$ cat src/rtl/word_memory_pkg.sv
// Shared definitions for the word_memory block.
//   mem_state_t   : sweep FSM state (IDLE, SWEEP)
//   DEFAULT_WIDTH : default bits per stored word
//   DEFAULT_DEPTH : default number of words (power of two, >= 2)
package mem_pkg;

    localparam int unsigned DEFAULT_WIDTH = 8;
    localparam int unsigned DEFAULT_DEPTH = 4;

    typedef enum logic [0:0] {
        IDLE,
        SWEEP
    } mem_state_t;

endpackage

$ cat src/rtl/word_memory_sweep_counter.sv
// Address counter for the clear sweep of word_memory.
// Ports:
//   clk   : rising-edge clock
//   reset : synchronous, active-high reset (count returns to 0)
//   en    : advance the count by one on this edge
//   count : current sweep address
//   last  : count is at its terminal value (all ones)
// The counter wraps naturally, so a full sweep leaves it back at 0.
module sweep_counter #(
    parameter int unsigned WIDTH = 2
) (
    input  logic             clk,
    input  logic             reset,
    input  logic             en,
    output logic [WIDTH-1:0] count,
    output logic             last
);

    always_ff @(posedge clk) begin
        if (reset) begin
            count <= '0;
        end else if (en) begin
            count <= count + WIDTH'(1);
        end
    end

    always_comb begin
        last = &count;
    end

endmodule

$ cat src/rtl/word_memory.sv
// Clocked word store with per-word valid bits, write-first reads and a
// multi-cycle clear sweep.
// Ports:
//   clk   : rising-edge clock
//   reset : synchronous, active-high reset
//   addr  : word address for store and read
//   data  : write data
//   store : write data into mem[addr] on this edge (dropped while sweeping
//           or when clear is sampled on the same edge)
//   clear : start a clear sweep (ignored while a sweep is running)
//   Q     : registered read data for addr
//   valid : registered, word at addr written since last reset/clear
//   busy  : clear sweep in progress
module word_memory
    import mem_pkg::*;
#(
    parameter  int unsigned WIDTH  = DEFAULT_WIDTH,
    parameter  int unsigned DEPTH  = DEFAULT_DEPTH,
    localparam int unsigned ADDR_W = $clog2(DEPTH)
) (
    input  logic              clk,
    input  logic              reset,
    input  logic [ADDR_W-1:0] addr,
    input  logic [WIDTH-1:0]  data,
    input  logic              store,
    input  logic              clear,
    output logic [WIDTH-1:0]  Q,
    output logic              valid,
    output logic              busy
);

    mem_state_t        state_q;
    logic [WIDTH-1:0]  mem [DEPTH];
    logic [DEPTH-1:0]  vbit_q;

    logic [ADDR_W-1:0] sweep_idx;
    logic              sweep_last;
    logic              sweeping;
    logic              store_ok;
    logic [WIDTH-1:0]  rd_data;

    always_comb begin
        sweeping = (state_q == SWEEP);
        // clear wins over store on the same IDLE edge
        store_ok = (state_q == IDLE) && store && !clear;
        // Unwritten words read as zero so stale contents never leak out
        rd_data  = vbit_q[addr] ? mem[addr] : '0;
    end

    sweep_counter #(
        .WIDTH (ADDR_W)
    ) u_sweep_counter (
        .clk   (clk),
        .reset (reset),
        .en    (sweeping),
        .count (sweep_idx),
        .last  (sweep_last)
    );

    // Storage array: not reset; a reset mid-sweep leaves it partly swept,
    // which is harmless because every valid bit is cleared.
    always_ff @(posedge clk) begin
        if (!reset) begin
            if (sweeping) begin
                mem[sweep_idx] <= '0;
            end else if (store_ok) begin
                mem[addr] <= data;
            end
        end
    end

    // Sweep FSM, valid bits and registered read port.
    always_ff @(posedge clk) begin
        if (reset) begin
            state_q <= IDLE;
            vbit_q  <= '0;
            Q       <= '0;
            valid   <= 1'b0;
            busy    <= 1'b0;
        end else begin
            unique case (state_q)
                IDLE: begin
                    if (clear) begin
                        state_q <= SWEEP;
                        busy    <= 1'b1;
                        Q       <= rd_data;
                        valid   <= vbit_q[addr];
                    end else if (store) begin
                        // Write-first: the new word is visible on this edge
                        vbit_q[addr] <= 1'b1;
                        Q            <= data;
                        valid        <= 1'b1;
                    end else begin
                        Q     <= rd_data;
                        valid <= vbit_q[addr];
                    end
                end
                SWEEP: begin
                    vbit_q[sweep_idx] <= 1'b0;
                    Q                 <= '0;
                    valid             <= 1'b0;
                    if (sweep_last) begin
                        state_q <= IDLE;
                        busy    <= 1'b0;
                    end
                end
                default: begin
                    state_q <= IDLE;
                    busy    <= 1'b0;
                end
            endcase
        end
    end

endmodule

$ cat config.mk
export PLATFORM = sky130hd
export DESIGN_NAME = word_memory
export DESIGN_NICKNAME = d
export VERILOG_FILES = /design/src/rtl/word_memory_pkg.sv /design/src/rtl/word_memory_sweep_counter.sv /design/src/rtl/word_memory.sv
export SDC_FILE = /design/constraint.sdc
export NUM_CORES = 1
export LEC_CHECK = 0
export CORE_MARGIN = 2
export CORE_UTILIZATION = 40
export CTS_BUF_LIST = sky130_fd_sc_hd__clkbuf_4 sky130_fd_sc_hd__clkbuf_8
export DETAILED_ROUTE_END_ITERATION = 8
export PLACE_DENSITY = 0.68
export SYNTH_ARGS = -nofsm -noshare
export SYNTH_HDL_FRONTEND = slang
export SYNTH_SLANG_ARGS = --single-unit
$ cat constraint.sdc
create_clock -name clk -period 3.4 [get_ports clk]
set_input_delay 0.68 -clock clk [delete_from_list [all_inputs] [get_ports clk]]
set_output_delay 0.68 -clock clk [all_outputs]
set_load 0.02 [all_outputs]
## After elaboration in Yosys (flattened, before gate mapping)

Memories as Yosys holds them, arrays and structs flattened.
Index checks and enable logic that the tools add are counted.

| operators by class | value |
|---|---|
| $add $sub $neg | 1 |
| multiply operators | 0 |
| divide/modulo/power cells | 0 |
| magnitude comparators | 4 |
| equality and inequality tests | 4 |
| shifts and indexed selects | 0 |
| muxes and demuxes | 32 |
| bitwise gates (word level) | 4 |
| reductions and logical operators | 9 |

Operators with widths:

| kind | number |
|---|---|
| $mux W8 | 4 |
| $mux W1 | 17 |
| $pmux W8 S2 | 1 |
| $mux W4 | 2 |
| $pmux W4 S2 | 1 |
| $reduce_or A8 Y1 | 1 |
| $lt A2 B3 Y1 const B | 2 |
| $ne A2 B2 Y1 const B | 3 |
| $pmux W1 S2 | 3 |
| $reduce_and A2 Y1 | 3 |
| $and A4 B4 Y4 | 1 |
| $demux W1 S2 | 2 |
| $ge A2 B1 Y1 const B | 2 |
| $logic_and A1 B1 Y1 | 4 |
| $not A4 Y4 | 1 |
| $or A4 B4 Y4 | 1 |
| $add A2 B1 Y2 const B | 1 |
| $bmux W1 S2 | 1 |
| $mux W2 | 1 |
| $ne A2 B1 Y1 const B | 1 |
| $logic_not A1 Y1 | 1 |
| $not A1 Y1 | 1 |

| word-level totals | value |
|---|---|
| bits in registers | 17 |
| bits in latches | 0 |
| RAM bits | 32 |
| memory bits (read-only) | 0 |
| bits of input ports | 14 |
| output and inout bits | 10 |
| logic and storage cells | 61 |
| memories | 1 |

Memories:

| memory | depth | width | rd ports | clocked after Yosys merged registers in | wr ports | line | RTL |
|---|---|---|---|---|---|---|---|
| mem | 4 | 8 | 1 | 0 | 1 | word_memory.sv:33 | `logic [WIDTH-1:0] mem [DEPTH];` |

## Logic depth before layout (Yosys ltp)

Gate-level depths: netlist (run 1).

| logic depth | value |
|---|---|
| depth after elaboration | 9 |
| gate-level depth with buffers | 5 |
| gate-level depth less buffers | 5 |

## By module

A second synthesis (run 1) with hierarchy kept.

| second synthesis, totals | value |
|---|---|
| cell total of the unflattened synthesis | 141 |
| area, all modules | 2,016.9 µm² |

By module, submodules not included:

| module | instances | cells an instance | area an instance (µm²) | seq. area each (µm²) |
|---|---|---|---|---|
| word_memory | 1 | 134 | 1,938.1 | 1,261.2 |
| sweep_counter | 1 | 7 | 78.8 | 40.0 |

## Worst setup path after synthesis (run 1)

OpenSTA, ideal clock, no wires.

| path | value |
|---|---|
| kind | input port to flip-flop |
| start | in reset |
| end | mem mem[0][0] (netlist name), enable pin |
| library setup time | 0.385 ns |
| arrival time | 2.225 ns |
| data required time | 3.015 ns |
| slack | 0.789 ns |
| cell stages on the path | 5 |
| buffers on the path | 1 |
| cells stage by stage | buf_6 > or2_4 > nor2_4 > mux2i_1 > nor3b_1 |

| between the ends | value |
|---|---|
| cells in the longest elaborated chain, start to end | 4 |
| elaborated cells between the ends (all ways) | 7 |
| classes of those cells | mux: 6; reduce/logical: 1 |

RTL lines:

| what | line | RTL |
|---|---|---|
| from (decl) | word_memory.sv:22 | `input logic reset,` |
| $mux W1 | word_memory.sv:63 | `if (!reset) begin` |
| $mux W1 (implied by the code) | word_memory.sv:67 | `mem[addr] <= data;` |
| $reduce_or A8 Y1 (no line) | n/a |  |
| $mux W2 (no line) or $mux W1 (tied branches) | n/a |  |
| to (decl) | word_memory.sv:33 |  |

Several ways; a longest one is shown, not always the timed one.

## Final worst setup path (run 1)

| path | value |
|---|---|
| start | in reset |
| end | mem mem[1][0] (netlist name), enable pin |

Same word-level chain as after synthesis.

==> results of run 1 <==
## power breakdown
part           internal [uW]  leakage [uW]  total [uW]  switching (uW)
Combinational           48.7      0.000375        97.4            48.7
Sequential               647      0.000459         658            10.5
Clock                    225     0.0000563         404             179
Total                    921      0.000890        1160             238
## registers in the layout, indices dropped and copies added (netlist names)
register	flops
mem	32
Q	8
vbit_q	4
u_sweep_counter.count	2
busy	1
state_q	1
valid	1
## Yosys cell counts (2+ instances only)
cell type  instances  share of area (%)
a21oi_1            4                1.0
a22oi_1           10                3.7
and2_1             9                2.8
clkbuf_1           2               0.37
dfxtp_1           17                 17
edfxtp_1          32                 48
ha_1               4                2.5
inv_1              3               0.56
mux2_2            16                9.0
mux2i_1            4                2.0
nand2_1            6                1.1
nand2b_1          10                3.1
nor2_1             4               0.75
nor2b_1            3               0.93
nor3_1             2               0.50
nor4_4             2                2.1
o21a_1             2               0.75
## metrics by stage
stage	instance area [um^2]	util [%]	hold slack, ps	setup slack, ps	power [uW]
after floorplan	2010	-	442	789	727
after global placement	2340	48.9	457	764	766
after detailed placement	2340	48.9	467	661	770
after CTS	2450	51.2	490	975	1170
after global routing	2450	51.2	518	850	1210
final	2450	51.2	483	977	1160
## per-layer routing
layer  track usage, %  wire length, um
met1             19.6             1640
met2             26.2             1930
met3             4.28              185
met4             4.76               22
met5                0                0
## logic make-up after synthesis
family / Yosys count
fa+ha+maj: 4
xor+xnor: 1
mux: 20
buf+inv: 7
compound gates: 19
flops: 49
simple gates: 40
## critical path, cell delays in order
cell,delay (ps)
clkdlybuf4s50_1,410
or2_4,280
nor2_4,240
mux2i_1,340
and2_1,410
## cell type report
cell class              count  area [um^2]  share of cell area (%)
well taps                  67         83.8                    3.42
multi-input cells          84          676                    27.6
inverters                   3         11.3                   0.460
flip-flops and latches     49         1300                    53.1
clock buffers               6         76.3                    3.12
repair buffers             28          268                    10.9
clock inverters             2         33.8                    1.38
## how the worst max path moves through the flow
stage	from	end	slack (ps)
after floorplan	reset	mem[0][0]	790
after detailed placement	reset	mem[1][7]	660
after CTS	reset	mem[1][4]	970
final	reset	mem[1][0]	980
after global placement	reset	mem[1][4]	760
after global routing	reset	mem[1][0]	850
==> impl_metrics.tcl, run 1 <==
set metrics [dict create \
    clock_path_buffers 2 \
    synthAdderAreaFrac_pct 2.49 \
    wl_per_cell_um 15.8 \
    rows 25 \
    firstDrtPassIters 6 \
    reg2regPathDepth 4 \
    cts_tree "built" \
    start_kind "primary input" \
    layout_commonest_cell "edfxtp_1" \
    syn_inst 140 \
    ys_warn_count 0 \
    cp.required_ps 3350 \
    die_height_um 74.9 \
    coreArea_um2 4790 \
    hold_violations 0 \
    muxShareOfSynthArea_pct 11.0 \
    syn_area_um2 2010 \
    synth_compound_area_share_pct 6.66 \
    drtIter0Drc 40 \
    final_cells 239 \
    end_kind "flip-flop" \
    clock_sinks 49 \
    drive_gt1_share_pct 18.6 \
    track_usage_pct 15.6 \
    p_leak_uw 0.000890 \
    wl_um 3780 \
    holdPathEnd "busy" \
    synth-xor-area-share_pct 0.436 \
    drc 0 \
    vias 1225 \
    critPathKind "primary input to flip-flop" \
    grt_pass1_wl_um 6240 \
    status "completed" \
    globalRouteOverflowTotal 0 \
    hold_path.class "flip-flop to flip-flop" \
    tightest_slew_ps 613 \
    ant_nets 0 \
    r2r_start "state_q" \
    cts.clk_slew.worst_paths_ps 80 \
    layout.nets 189 \
    min_from "busy" \
    relSlewSlack_pct 58.8 \
    yosysSeqAreaShare_pct 64.7 \
    layout.cells.most_common_list "32 x edfxtp_1, 23 x clkdlybuf4s50_1, 17 x dfxtp_1" \
    synthArstFlopShare_pct 0 \
    cts_made_buffers 5 \
    chipWidth_um 74.9 \
    rrSetupSlack_ps 1260 \
    fillCellCount 429 \
    crit_fanout 10 \
    syn-num-nets 158 \
    setup-violations-final 0 \
    start_util_pct 42.0 \
    io_buffers 23 \
    hpwl_um 2690 \
    n_antenna_cell 0 \
    dpl.cell_count 231 \
    clockRootBuffer "clkbuf_8" \
    skew_ps 9.31 \
    ys_types 27 \
    drv_slew 0 \
    clkLatencyLatePin_ps 290 \
    rsz0062_at_grt "no" \
    num_io_pins 24 \
    dieArea_um2 5610 \
    drt-vias-per-instance 5.13 \
    synthSimpleGateAreaFrac_pct 13.1 \
    cts_resized 0 \
    grt_max_degree 15 \
    ir_worst_vdd_mv 0.235 \
    h-tree-depth 2 \
    post-cts-setup-buffers 0 \
    synth-main-ff-cell "edfxtp_1" \
    synth-seq-cells 49 \
    grt_pass1_vias 1209 \
    grt_antenna_before_repair 0 \
    area_growth_pct 21.8 \
    whs_path_depth 1 \
    maxCapViolCount 0 \
    syn_avg_cell_area_um2 14.4 \
    synth_top_family_by_area "simple AND/OR/NAND/NOR gates" \
    arrival_ps 2370 \
    power_density_nw_per_um2 473 \
    layout_min_cycle_time_ps 2420 \
    hold_buffers 0 \
    synth-edff-count 32 \
    place_congestion 0.759 \
    finalSetupTns_ps 0 \
    rr_endpoint "mem[1][0]" \
    finalCritPeriodShare_pct 71.3 \
    max_clock_freq_ghz 0.413 \
]
Note: power is estimated with default switching activity, not from simulation.
==> run 2: changes to the inputs <==
PLACE_DENSITY = 0.71   (was 0.68)
clock period = 2 ns   (was 3.4 ns; I/O delays follow)
==> impl_metrics.tcl, run 2 (synthesis gave the netlist of run 1 again) <==
set metrics [dict create \
    fillCellCount 414 \
    crit_fanout 8 \
    layout_min_cycle_time_ps 1960 \
    drt-vias-per-instance 4.88 \
    track_usage_pct 15.0 \
    drtIter0Drc 65 \
    max_clock_freq_ghz 0.511 \
    power_density_nw_per_um2 769 \
    clkPwrFrac_pct 34.1 \
    ant_nets 0 \
    switching_share_pct 20.6 \
    cts.clk_slew.worst_paths_ps 80 \
    ir_worst_vdd_mv 0.317 \
    clkLatencyLatePin_ps 300 \
    p_leak_uw 0.000974 \
    combPwrFrac_pct 10.4 \
    io_buffers 23 \
    fin_ws_ps 42.8 \
    num_io_pins 24 \
    rsz0062_at_grt "yes" \
    place_ws_ps -293 \
    drive_gt1_share_pct 26.5 \
    finalCritPeriodShare_pct 97.9 \
    rows 25 \
    hold_violations 0 \
    multi_input_area_um2 716 \
    start_util_pct 42.0 \
    start_kind "primary input" \
    place_area_um2 2480 \
    chipWidth_um 74.9 \
    drc 0 \
    place_congestion 0.846 \
    crit_chain "clkdlybuf4s50_1 -> or2_4 -> nor2_4 -> mux2i_4 -> nor3b_4 -> buf_12" \
    grt_max_degree 22 \
    layout_commonest_cell "edfxtp_1" \
    cts_made_buffers 5 \
    h-tree-depth 2 \
    skew_ps 6.10 \
    grt_antenna_before_repair 0 \
    die_height_um 74.9 \
    relSlewSlack_pct 66.3 \
    vias 1230 \
    wl_um 3710 \
    power.switching_uw 415 \
    cts_resized 0 \
    n_antenna_cell 0 \
    area_growth_pct 29.9 \
    largest_reg_flops 32 \
    layout.nets 202 \
    arrival_ps 1970 \
    grt_pass1_vias 1283 \
    clockRootBuffer "clkbuf_8" \
    critPathKind "primary input to flip-flop" \
    hpwl_um 2620 \
    wl_per_cell_um 14.7 \
    largestRegisters "mem (32), Q (8), vbit_q (4)" \
    hold_path.class "flip-flop to flip-flop" \
    stdcell_area_um2 2610 \
    setup-violations-final 0 \
    maxCapViolCount 0 \
    tightest_slew_ps 501 \
    clock_path_buffers 2 \
    coreArea_um2 4790 \
    cp.required_ps 2020 \
    slowest_stage "clkdlybuf4s50_1" \
    clock_sinks 49 \
    p_int_uw 1590 \
    drv_slew 0 \
    cts_tree "built" \
    layout.cells.most_common_list "32 x edfxtp_1, 23 x clkdlybuf4s50_1, 17 x dfxtp_1" \
    grt_pass1_wl_um 6030 \
    largest-register "mem" \
    seqPwrFrac_pct 55.5 \
    firstDrtPassIters 4 \
    globalRouteOverflowTotal 0 \
    hold_buffers 0 \
    dieArea_um2 5610 \
    slowest_delay_ps 420 \
    status "completed" \
    end_kind "flip-flop" \
    seq_area_um2 1300 \
    post-cts-setup-buffers 0 \
]
-- run 2: changes by cell type in the layout (fill, tap and decap cells not counted), sizes merged --
cell  delta
buf     +13
-- run 2: final timing paths --
| check | from | to | slack [ps] | cells past startpoint |
|---|---|---|---|---|
| min | vbit_q[3] | vbit_q[3] | 480 | 1 |
| max reg2reg | state_q | mem[0][4] | 160 | 5 |
| min reg2reg | vbit_q[3] | vbit_q[3] | 480 | 1 |
| max | reset | mem[0][4] | 40 | 6 |
-- run 2: area by class of cell --
type                       count  area share [%]
sequential                    49            49.8
multi-input combinational     84            27.4
timing repair buffer          41            14.9
tap                           67            3.21
clock buffer                   6            2.92
clock inverter                 2            1.29
inverter                       3           0.431
-- run 2: critical path: cells and delay by family --
family                 cells  cell delay, ps
multiplexers               1             310
buffers and inverters      2             580
AND/OR/NAND/NOR            3             670
-- run 2: stage by stage --
stage	power (uW)	cells	setup TNS (ps)	utilization (%)	hold slack [ps]
after global routing	2080	252	-45.6	54.6	485
after global placement	1340	244	-6850	51.9	452
after CTS	2030	252	0	54.2	473
final	2010	252	0	54.6	477
after floorplan	1240	140	0	-	442
after detailed placement	1340	244	-8530	51.9	454
-- run 2: layer usage --
layer | track usage (%) | wire length [um] | vias up
met3 | 4.28 | 152 | 10
met4 | 8.13 | 113 | 0
li1 | - | - | 600
met1 | 17.5 | 1540 | 592
met2 | 25.0 | 1900 | 28
met5 | 0 | 0 | -
-- run 2: power groups by stage --
stage          combinational, uW  clock (uW)  sequential, uW
2_1_floorplan               98.0           0            1140
4_1_cts                      206         708            1120
5_1_grt                      226         739            1120
3_3_place_gp                 199           0            1140
3_5_place_dp                 205           0            1140
6_report                     208         685            1120
==> run 3: changes to the inputs <==
CAP_MARGIN = 20   (was default)
==> results of run 3 <==
Same layout as run 2: the final DEF is identical, and so are final timing and power.
